[src/rtl/puf_soc_pkg.sv]
// Shared definitions for the PUF SoC top-level controller: state encodings
// and the select-width helper derived from the ring-oscillator mux length.
package puf_soc_pkg;

  localparam int unsigned MUX_LENGTH_DEF = 16;

  // Select width for a mux of the given length; a 1-entry mux still needs one bit.
  function automatic int unsigned sel_width(input int unsigned mux_length);
    return (mux_length > 1) ? $clog2(mux_length) : 1;
  endfunction

  localparam int unsigned SEL_W_DEF = sel_width(MUX_LENGTH_DEF);

  typedef enum logic [2:0] {
    FSM_RESET      = 3'd0,
    FSM_WAIT       = 3'd1,
    FSM_RECEIVE    = 3'd2,
    FSM_RO_DECODER = 3'd3,
    FSM_EXECUTE    = 3'd4,
    FSM_TRANSMIT   = 3'd5,
    FSM_DUMP       = 3'd6
  } fsm_state_e;

endpackage

[src/rtl/puf_soc_cntrlr_if.sv]
// Handshake bundle between the sequencing controller and the RX datapath,
// RO muxes, execution unit and TX/dump datapath.
interface puf_soc_cntrlr_if
  import puf_soc_pkg::*;
#(
  parameter int unsigned MUX_LENGTH = MUX_LENGTH_DEF
) ();

  localparam int unsigned W = sel_width(MUX_LENGTH);

  // Datapath -> controller
  logic             i_start;
  logic             i_op_mode;
  logic             i_rx_ready;
  logic             i_rx_valid;
  logic             i_rx_done;
  logic [2*W-1:0]   i_rx_data;
  logic             i_exec_done;
  logic             i_tx_done;

  // Controller -> datapath
  logic [2:0]       o_fsm_state;
  logic             o_dcod_ready;
  logic             o_dcod_enable;
  logic             o_exec_enable;
  logic             o_tx_enable;
  logic             o_dump_enable;
  logic [W-1:0]     o_sel_mux_0;
  logic [W-1:0]     o_sel_mux_1;

  // Controller side
  modport slave (
    input  i_start, i_op_mode, i_rx_ready, i_rx_valid, i_rx_done, i_rx_data,
           i_exec_done, i_tx_done,
    output o_fsm_state, o_dcod_ready, o_dcod_enable, o_exec_enable,
           o_tx_enable, o_dump_enable, o_sel_mux_0, o_sel_mux_1
  );

  // Surrounding datapath side
  modport master (
    output i_start, i_op_mode, i_rx_ready, i_rx_valid, i_rx_done, i_rx_data,
           i_exec_done, i_tx_done,
    input  o_fsm_state, o_dcod_ready, o_dcod_enable, o_exec_enable,
           o_tx_enable, o_dump_enable, o_sel_mux_0, o_sel_mux_1
  );

endinterface

[src/rtl/puf_soc_cntrlr.sv]
// Top-level sequencing FSM of the PUF SoC: waits for a start request,
// captures one challenge word as two RO mux selects, then steps through
// decode, measurement and either transmit or debug dump.
module puf_soc_cntrlr
  import puf_soc_pkg::*;
#(
  parameter int unsigned MUX_LENGTH = MUX_LENGTH_DEF
) (
  input  logic             clk,
  input  logic             rst_n,
  puf_soc_cntrlr_if.slave  bus
);

  localparam int unsigned W = sel_width(MUX_LENGTH);

  localparam logic [2:0] S_RESET      = FSM_RESET;
  localparam logic [2:0] S_WAIT       = FSM_WAIT;
  localparam logic [2:0] S_RECEIVE    = FSM_RECEIVE;
  localparam logic [2:0] S_RO_DECODER = FSM_RO_DECODER;
  localparam logic [2:0] S_EXECUTE    = FSM_EXECUTE;
  localparam logic [2:0] S_TRANSMIT   = FSM_TRANSMIT;
  localparam logic [2:0] S_DUMP       = FSM_DUMP;

  logic [2:0]   state_q, state_d;
  logic [W-1:0] sel0_q, sel0_d;
  logic [W-1:0] sel1_q, sel1_d;
  logic         capture;

  // The challenge word is taken on the same edge that leaves RECEIVE.
  assign capture = (state_q == S_RECEIVE) && bus.i_rx_valid && bus.i_rx_done;

  // Next-state logic; the unused encoding 7 falls back to RESET.
  always_comb begin
    state_d = state_q;
    case (state_q)
      S_RESET:      state_d = S_WAIT;
      S_WAIT:       if (bus.i_start && bus.i_rx_ready) state_d = S_RECEIVE;
      S_RECEIVE:    if (capture) state_d = S_RO_DECODER;
      S_RO_DECODER: state_d = S_EXECUTE;
      S_EXECUTE: begin
        // Debug request wins over a simultaneous completion.
        if (bus.i_op_mode)        state_d = S_DUMP;
        else if (bus.i_exec_done) state_d = S_TRANSMIT;
      end
      S_TRANSMIT:   if (bus.i_tx_done) state_d = S_RESET;
      S_DUMP:       if (bus.i_tx_done) state_d = S_RESET;
      default:      state_d = S_RESET;
    endcase
  end

  // Select capture: cleared in RESET, loaded on the RECEIVE exit, held otherwise.
  always_comb begin
    sel0_d = sel0_q;
    sel1_d = sel1_q;
    if (state_q == S_RESET) begin
      sel0_d = '0;
      sel1_d = '0;
    end else if (capture) begin
      sel1_d = bus.i_rx_data[2*W-1:W];
      sel0_d = bus.i_rx_data[W-1:0];
    end
  end

  // State and select registers with asynchronous clear.
  always_ff @(posedge clk or negedge rst_n) begin
    if (!rst_n) begin
      state_q <= S_RESET;
      sel0_q  <= '0;
      sel1_q  <= '0;
    end else begin
      state_q <= state_d;
      sel0_q  <= sel0_d;
      sel1_q  <= sel1_d;
    end
  end

  // Moore decode: exactly one enable per active state, none in RESET/WAIT.
  always_comb begin
    bus.o_dcod_ready  = 1'b0;
    bus.o_dcod_enable = 1'b0;
    bus.o_exec_enable = 1'b0;
    bus.o_tx_enable   = 1'b0;
    bus.o_dump_enable = 1'b0;
    case (state_q)
      S_RECEIVE:    bus.o_dcod_ready  = 1'b1;
      S_RO_DECODER: bus.o_dcod_enable = 1'b1;
      S_EXECUTE:    bus.o_exec_enable = 1'b1;
      S_TRANSMIT:   bus.o_tx_enable   = 1'b1;
      S_DUMP:       bus.o_dump_enable = 1'b1;
      default:      ;
    endcase
  end

  assign bus.o_fsm_state = state_q;
  assign bus.o_sel_mux_0 = sel0_q;
  assign bus.o_sel_mux_1 = sel1_q;

endmodule

[src/flat_wrapper.sv]
// flat-port wrapper written by rule: the top's interface ports become plain ports
module puf_soc_cntrlr_flat import puf_soc_pkg::*;
#(
  parameter int unsigned MUX_LENGTH = MUX_LENGTH_DEF
)
  (clk, rst_n, bus_i_start, bus_i_op_mode, bus_i_rx_ready, bus_i_rx_valid, bus_i_rx_done, bus_i_rx_data, bus_i_exec_done, bus_i_tx_done, bus_o_fsm_state, bus_o_dcod_ready, bus_o_dcod_enable, bus_o_exec_enable, bus_o_tx_enable, bus_o_dump_enable, bus_o_sel_mux_0, bus_o_sel_mux_1);
  puf_soc_cntrlr_if #(.MUX_LENGTH(MUX_LENGTH)) bus_i ();
  input  logic clk;
  input  logic rst_n;
  input wire logic [$bits(bus_i.i_start)-1:0] bus_i_start;
  input wire logic [$bits(bus_i.i_op_mode)-1:0] bus_i_op_mode;
  input wire logic [$bits(bus_i.i_rx_ready)-1:0] bus_i_rx_ready;
  input wire logic [$bits(bus_i.i_rx_valid)-1:0] bus_i_rx_valid;
  input wire logic [$bits(bus_i.i_rx_done)-1:0] bus_i_rx_done;
  input wire logic [$bits(bus_i.i_rx_data)-1:0] bus_i_rx_data;
  input wire logic [$bits(bus_i.i_exec_done)-1:0] bus_i_exec_done;
  input wire logic [$bits(bus_i.i_tx_done)-1:0] bus_i_tx_done;
  output wire logic [$bits(bus_i.o_fsm_state)-1:0] bus_o_fsm_state;
  output wire logic [$bits(bus_i.o_dcod_ready)-1:0] bus_o_dcod_ready;
  output wire logic [$bits(bus_i.o_dcod_enable)-1:0] bus_o_dcod_enable;
  output wire logic [$bits(bus_i.o_exec_enable)-1:0] bus_o_exec_enable;
  output wire logic [$bits(bus_i.o_tx_enable)-1:0] bus_o_tx_enable;
  output wire logic [$bits(bus_i.o_dump_enable)-1:0] bus_o_dump_enable;
  output wire logic [$bits(bus_i.o_sel_mux_0)-1:0] bus_o_sel_mux_0;
  output wire logic [$bits(bus_i.o_sel_mux_1)-1:0] bus_o_sel_mux_1;
  assign bus_i.i_start = bus_i_start;
  assign bus_i.i_op_mode = bus_i_op_mode;
  assign bus_i.i_rx_ready = bus_i_rx_ready;
  assign bus_i.i_rx_valid = bus_i_rx_valid;
  assign bus_i.i_rx_done = bus_i_rx_done;
  assign bus_i.i_rx_data = bus_i_rx_data;
  assign bus_i.i_exec_done = bus_i_exec_done;
  assign bus_i.i_tx_done = bus_i_tx_done;
  assign bus_o_fsm_state = bus_i.o_fsm_state;
  assign bus_o_dcod_ready = bus_i.o_dcod_ready;
  assign bus_o_dcod_enable = bus_i.o_dcod_enable;
  assign bus_o_exec_enable = bus_i.o_exec_enable;
  assign bus_o_tx_enable = bus_i.o_tx_enable;
  assign bus_o_dump_enable = bus_i.o_dump_enable;
  assign bus_o_sel_mux_0 = bus_i.o_sel_mux_0;
  assign bus_o_sel_mux_1 = bus_i.o_sel_mux_1;
  puf_soc_cntrlr #(.MUX_LENGTH(MUX_LENGTH)) u_core (.clk(clk), .rst_n(rst_n), .bus(bus_i));
endmodule
[config.mk]
export PLATFORM = sky130hd
export DESIGN_NAME = puf_soc_cntrlr_flat
export DESIGN_NICKNAME = d
export VERILOG_FILES = /design/src/rtl/puf_soc_pkg.sv /design/src/rtl/puf_soc_cntrlr_if.sv /design/src/rtl/puf_soc_cntrlr.sv /design/src/flat_wrapper.sv
export SDC_FILE = /design/constraint.sdc
export NUM_CORES = 1
export LEC_CHECK = 0
export BUFFER_PORTS_ARGS = -buffer_cell sky130_fd_sc_hd__buf_2
export CAP_MARGIN = 40
export CORE_MARGIN = 2
export CORE_UTILIZATION = 46
export DETAILED_ROUTE_END_ITERATION = 10
export PLACE_DENSITY = 0.81
export SYNTH_ARGS = -nofsm -noshare
export SYNTH_HDL_FRONTEND = slang
export SYNTH_SLANG_ARGS = --single-unit
[constraint.sdc]
create_clock -name clk -period 2 [get_ports clk]
set_input_delay 0.4 -clock clk [delete_from_list [all_inputs] [get_ports clk]]
set_output_delay 0.4 -clock clk [all_outputs]
set_load 0.005 [all_outputs]
# Word level (Yosys, flattened, before mapping)
# Index checks and enable logic that the tools add are counted.
# Widths: inputs -> output; s select.
# op_classes
n_eq_ne,10
mux,15
n_reduce_logical,7
# op_table
operator,n
$pmux 3 s6,1
$mux 4,4
$mux 3,5
$eq 3x3->1 const B,3
$eq 3x2->1 const B,2
$ne 2x1->1 const B,3
$mux 1,5
$reduce_and 4->1,1
$eq 3x1->1 const B,1
$logic_and 1x1->1,3
$logic_not 3->1,1
$ne 3x3->1 const B,1
$reduce_bool 2->1,1
$reduce_or 2->1,1
# word_totals
register_bits,11
input_bits,17
output_inout_bits,16
elab_cells,35

# Depth between registers and ports, before layout
# logic_depth
depth_word,5
mapped_depth,6
mapped_depth_nobuf,4

# Least setup slack after synthesis
# OpenSTA, ideal clock, no wires.
# synth_path
path_kind,reg-to-reg
startpoint,register u_core.state_q[2] (netlist: u_core.bus.o_fsm_state[2])
endpoint,register u_core.sel1_q[0] (netlist: u_core.bus.o_sel_mux_1[0])
setup_ns,0.134
arrival_ns,1.252
t_required_ns,1.866
slack_ns,0.614
stages_incl_launch_ff,7
path_buffers,2
period_less_slack_ns,1.386
path_cell_list,dfrtp_1 nor3b_2 and3_1 buf_6 buf_12 mux2i_1 nor2_1
# synth_between
elab_chain_cells,4
word_cells_on_any_way,6
classes_between,1 x eq/ne; 1 x mux; 4 x reduce/logical
# synth_lines
element,line_no,text
"start, declared",puf_soc_cntrlr.sv:24,"logic [2:0] state_q, state_d;"
"start signal, assigned",puf_soc_cntrlr.sv:71,state_q <= state_d;
$eq 3x2->1,puf_soc_cntrlr.sv:30,assign capture = (state_q == S_RECEIVE) && bus.i_rx_valid && bus.i_rx_done;
$logic_and 1x1->1 (2 in a row),puf_soc_cntrlr.sv:30,
$reduce_bool 2->1 (no source line),-,
"end signal, assigned",puf_soc_cntrlr.sv:73,sel1_q <= sel1_d;
"end, declared",puf_soc_cntrlr.sv:26,"logic [W-1:0] sel1_q, sel1_d;"
# Several ways; a longest one is shown, not always the timed one.
# A chain may end at the register's enable or synchronous reset.

# Worst setup path in the final report
# layout_path
startpoint,register u_core.state_q[1] (netlist: u_core.bus.o_fsm_state[1])
endpoint,output bus_o_exec_enable
# layout_between
elab_chain_cells,2
# layout_lines
element,line_no,text
$eq 3x3->1,puf_soc_cntrlr.sv:84,case (state_q)
$mux 1,puf_soc_cntrlr.sv:84,
"end, declared",flat_wrapper.sv:21,output wire logic [$bits(bus_i.o_exec_enable)-1:0] bus_o_exec_enable;
# No other way between the ends.

==> qor.csv <==
metric,value,unit
status,completed,
vias,584,
total CTS buffers,3,
pre-CTS setup slack,310,ps
H-tree levels,1,
Synth-to-Final Area Change,27.1,%
GRT Resource Usage Total,18.1,%
Max Cap Viol,0,
fin nets,118,
clock root buffer,clkbuf_4,
largest net degree at the start of global routing,14,
layout cells sized above 1,41.0,%
post-synth top area share,43.2,%
first-pass GRT wire length,1930,um
Cells after Synth,66,
power per cell area,1130,mW/mm^2
Cells after DPL,110,
post-DP HPWL,1010,um
Yosys Warn Count,0,
transition time of the tightest slew-check pin,452,ps
Finish-stage setup viols,0,
TritonCTS clock tree,done,
ant diodes,0,
"Seq/Total Area, Yosys",43.2,%
drt first pass iters,4,
"CP delay by family, top",flip-flops,
Area contributors post-synth,"dfrtp_1 (43%), mux2i_1 (7.9%), nand2_1 (5.9%), o21ai_0 (5.5%), buf_6 (5.3%)",
post-synth cell types,26,
Period minus WS final,1740,ps
WL per Instance,11.4,um
die width,41.2,um
Mean Syn Cell Area,9.65,um^2
overflow left after global routing,0,
crit-path cells,buf_4 -> nand2b_1 -> nor2_1 -> buf_2,
DR iter-0 viols,7,
DP Area,773,um^2
CTS Sinks,11,
"Reg clk slew, reported paths",70,ps
Cell Rows,13,
"Buf+Inv Stages, Crit Path",2,
CP Max Fanout,9,
area of the mapped netlist,637,um^2
crit path launch type,flop,
die area,0.00170,mm^2
Core ar.,0.00130,mm^2
Register-to-Register Path Depth,4,
clk_skew,2.95,ps
Die Y,41.2,um
final hold viol count,0,
Worst EP arrival,1340,ps
Final ANT Viol Nets,0,
PortBufs,32,
leading area contributor after synthesis,dfrtp_1,
# IOs,33,
"commonest non-fill, non-tap cell in the layout",buf_2,
CP max-delay cell,dfrtp_1,
clk buf depth,2,
RSZ-0062 raised after global routing,false,
antenna violations before repair,0,
WL final,1310,um
Hold Path Class,in -> reg,
peak supply drop,561,uV
"Req. time, crit path",1600,ps
Via density,5.08,
clk_lat worst skew,260,ps
Non-Filler Instances,115,
CP endpoint kind,output port,
setup TNS,0,ps
vias in the first global route,475,
leakage,0.000445,uW
most frequent cells in the layout,"buf_2 (32), dfrtp_1 (11), nand2_1 (10), nor2_1 (8), o21ai_0 (7)",
#FFs+latches synth,11,
Synthesized Nets,83,
final design area excluding fillers,810,um^2
Post-CTS Setup Bufs,0,
final worst setup slack,262,ps
Critical Path Stages,4,
Starting Density,48.9,%
hold depth,3,
Fmax,575,MHz
final period utilization,86.9,%
Fin Hold WS,348,ps
Slew HR,69.7,%
"slowest stage delay, CP",470,ps
# DRC,0,
Crit Path Class,reg -> out,
"Slew Viols, Final",0,
GPL Wtd Cong,0.707,
[final cells by class]
| class | count | area [um^2] |
|---|---|---|
| tap | 15 | 18.8 |
| clock buffer | 4 | 26.3 |
| multi-input combinational | 47 | 293 |
| timing repair buffer | 35 | 185 |
| sequential | 11 | 275 |
| fill | 122 | 492 |
| inverter | 3 | 11.3 |
[metal layers]
layer / part of all wire, % / GRT usage [%]
met1: 44 / 21.2
met2: 47 / 28.5
met3: 6.8 / 3.26
met4: 1.5 / 14.5
met5: 0 / 0
[metrics by stage]
stage	power [uW]	util (%)
floorplan	649	-
global placement	755	59.4
detailed placement	766	59.4
CTS	921	62.2
global route	996	62.2
finish	911	62.2
[power by group]
group | total [uW] | switching [uW] | internal, uW
combinational | 411 | 205 | 206
sequential | 352 | 73.4 | 278
clock | 148 | 71.2 | 77.1
[sequential cells by signal, summed over array words and instances, names as in the netlist]
signal / flops
u_core.bus.o_fsm_state: 3
u_core.bus.o_sel_mux_0: 4
u_core.bus.o_sel_mux_1: 4
[cells by family after synthesis]
family | count (synthesis) | share of synthesized area (%)
flops | 11 | 43.2
compound gates | 14 | 14.7
simple gates | 28 | 23.4
buf+inv | 8 | 10.8
mux | 5 | 7.86
[tightest hold or removal path: cells and delay by family]
kind / cells / cell delay, ps
AO/OA/AOI/OAI: 1 / 60
AND/OR/NAND/NOR: 1 / 30
buffers and inverters: 1 / 70
[final timing paths]
path	from	end	slack, ps
worst max-delay path	u_core.bus.o_fsm_state[1]	bus_o_exec_enable	260
worst min-delay path	bus_i_rx_data[3]	u_core.bus.o_sel_mux_0[3]	350
worst max register to register	u_core.bus.o_fsm_state[2]	u_core.bus.o_sel_mux_1[1]	310
worst min register to register	u_core.bus.o_sel_mux_1[1]	u_core.bus.o_sel_mux_1[1]	530
max in group asynchronous	rst_n	u_core.bus.o_sel_mux_1[3]	1270
min in group asynchronous	rst_n	u_core.bus.o_sel_mux_1[0]	520
[synthesized netlist by cell type]
cell / number
o211a_1: 1
inv_1: 3
and2_1: 1
o22ai_1: 1
nor2b_1: 1
nand2_1: 10
nor2_1: 8
nor3_1: 1
buf_12: 1
and3_1: 1
dfrtp_1: 11
a2111oi_2: 1
clkbuf_1: 1
o21ai_0: 7
nor2b_4: 1
a31oi_1: 1
a21oi_1: 1
a21boi_0: 1
nand2b_1: 1
a2bb2oi_1: 1
mux2i_1: 5
nor3b_2: 1
nor4_1: 1
or3_1: 1
nor4_2: 1
buf_6: 3
[repair_timing]
| action | CTS | global route |
|---|---|---|
| endpoints found under the hold margin | 11 | 0 |
| gates resized for setup | 0 | 0 |
| hold buffers | 1 | 0 |
No activity file was read; power rests on OpenSTA's default activity.
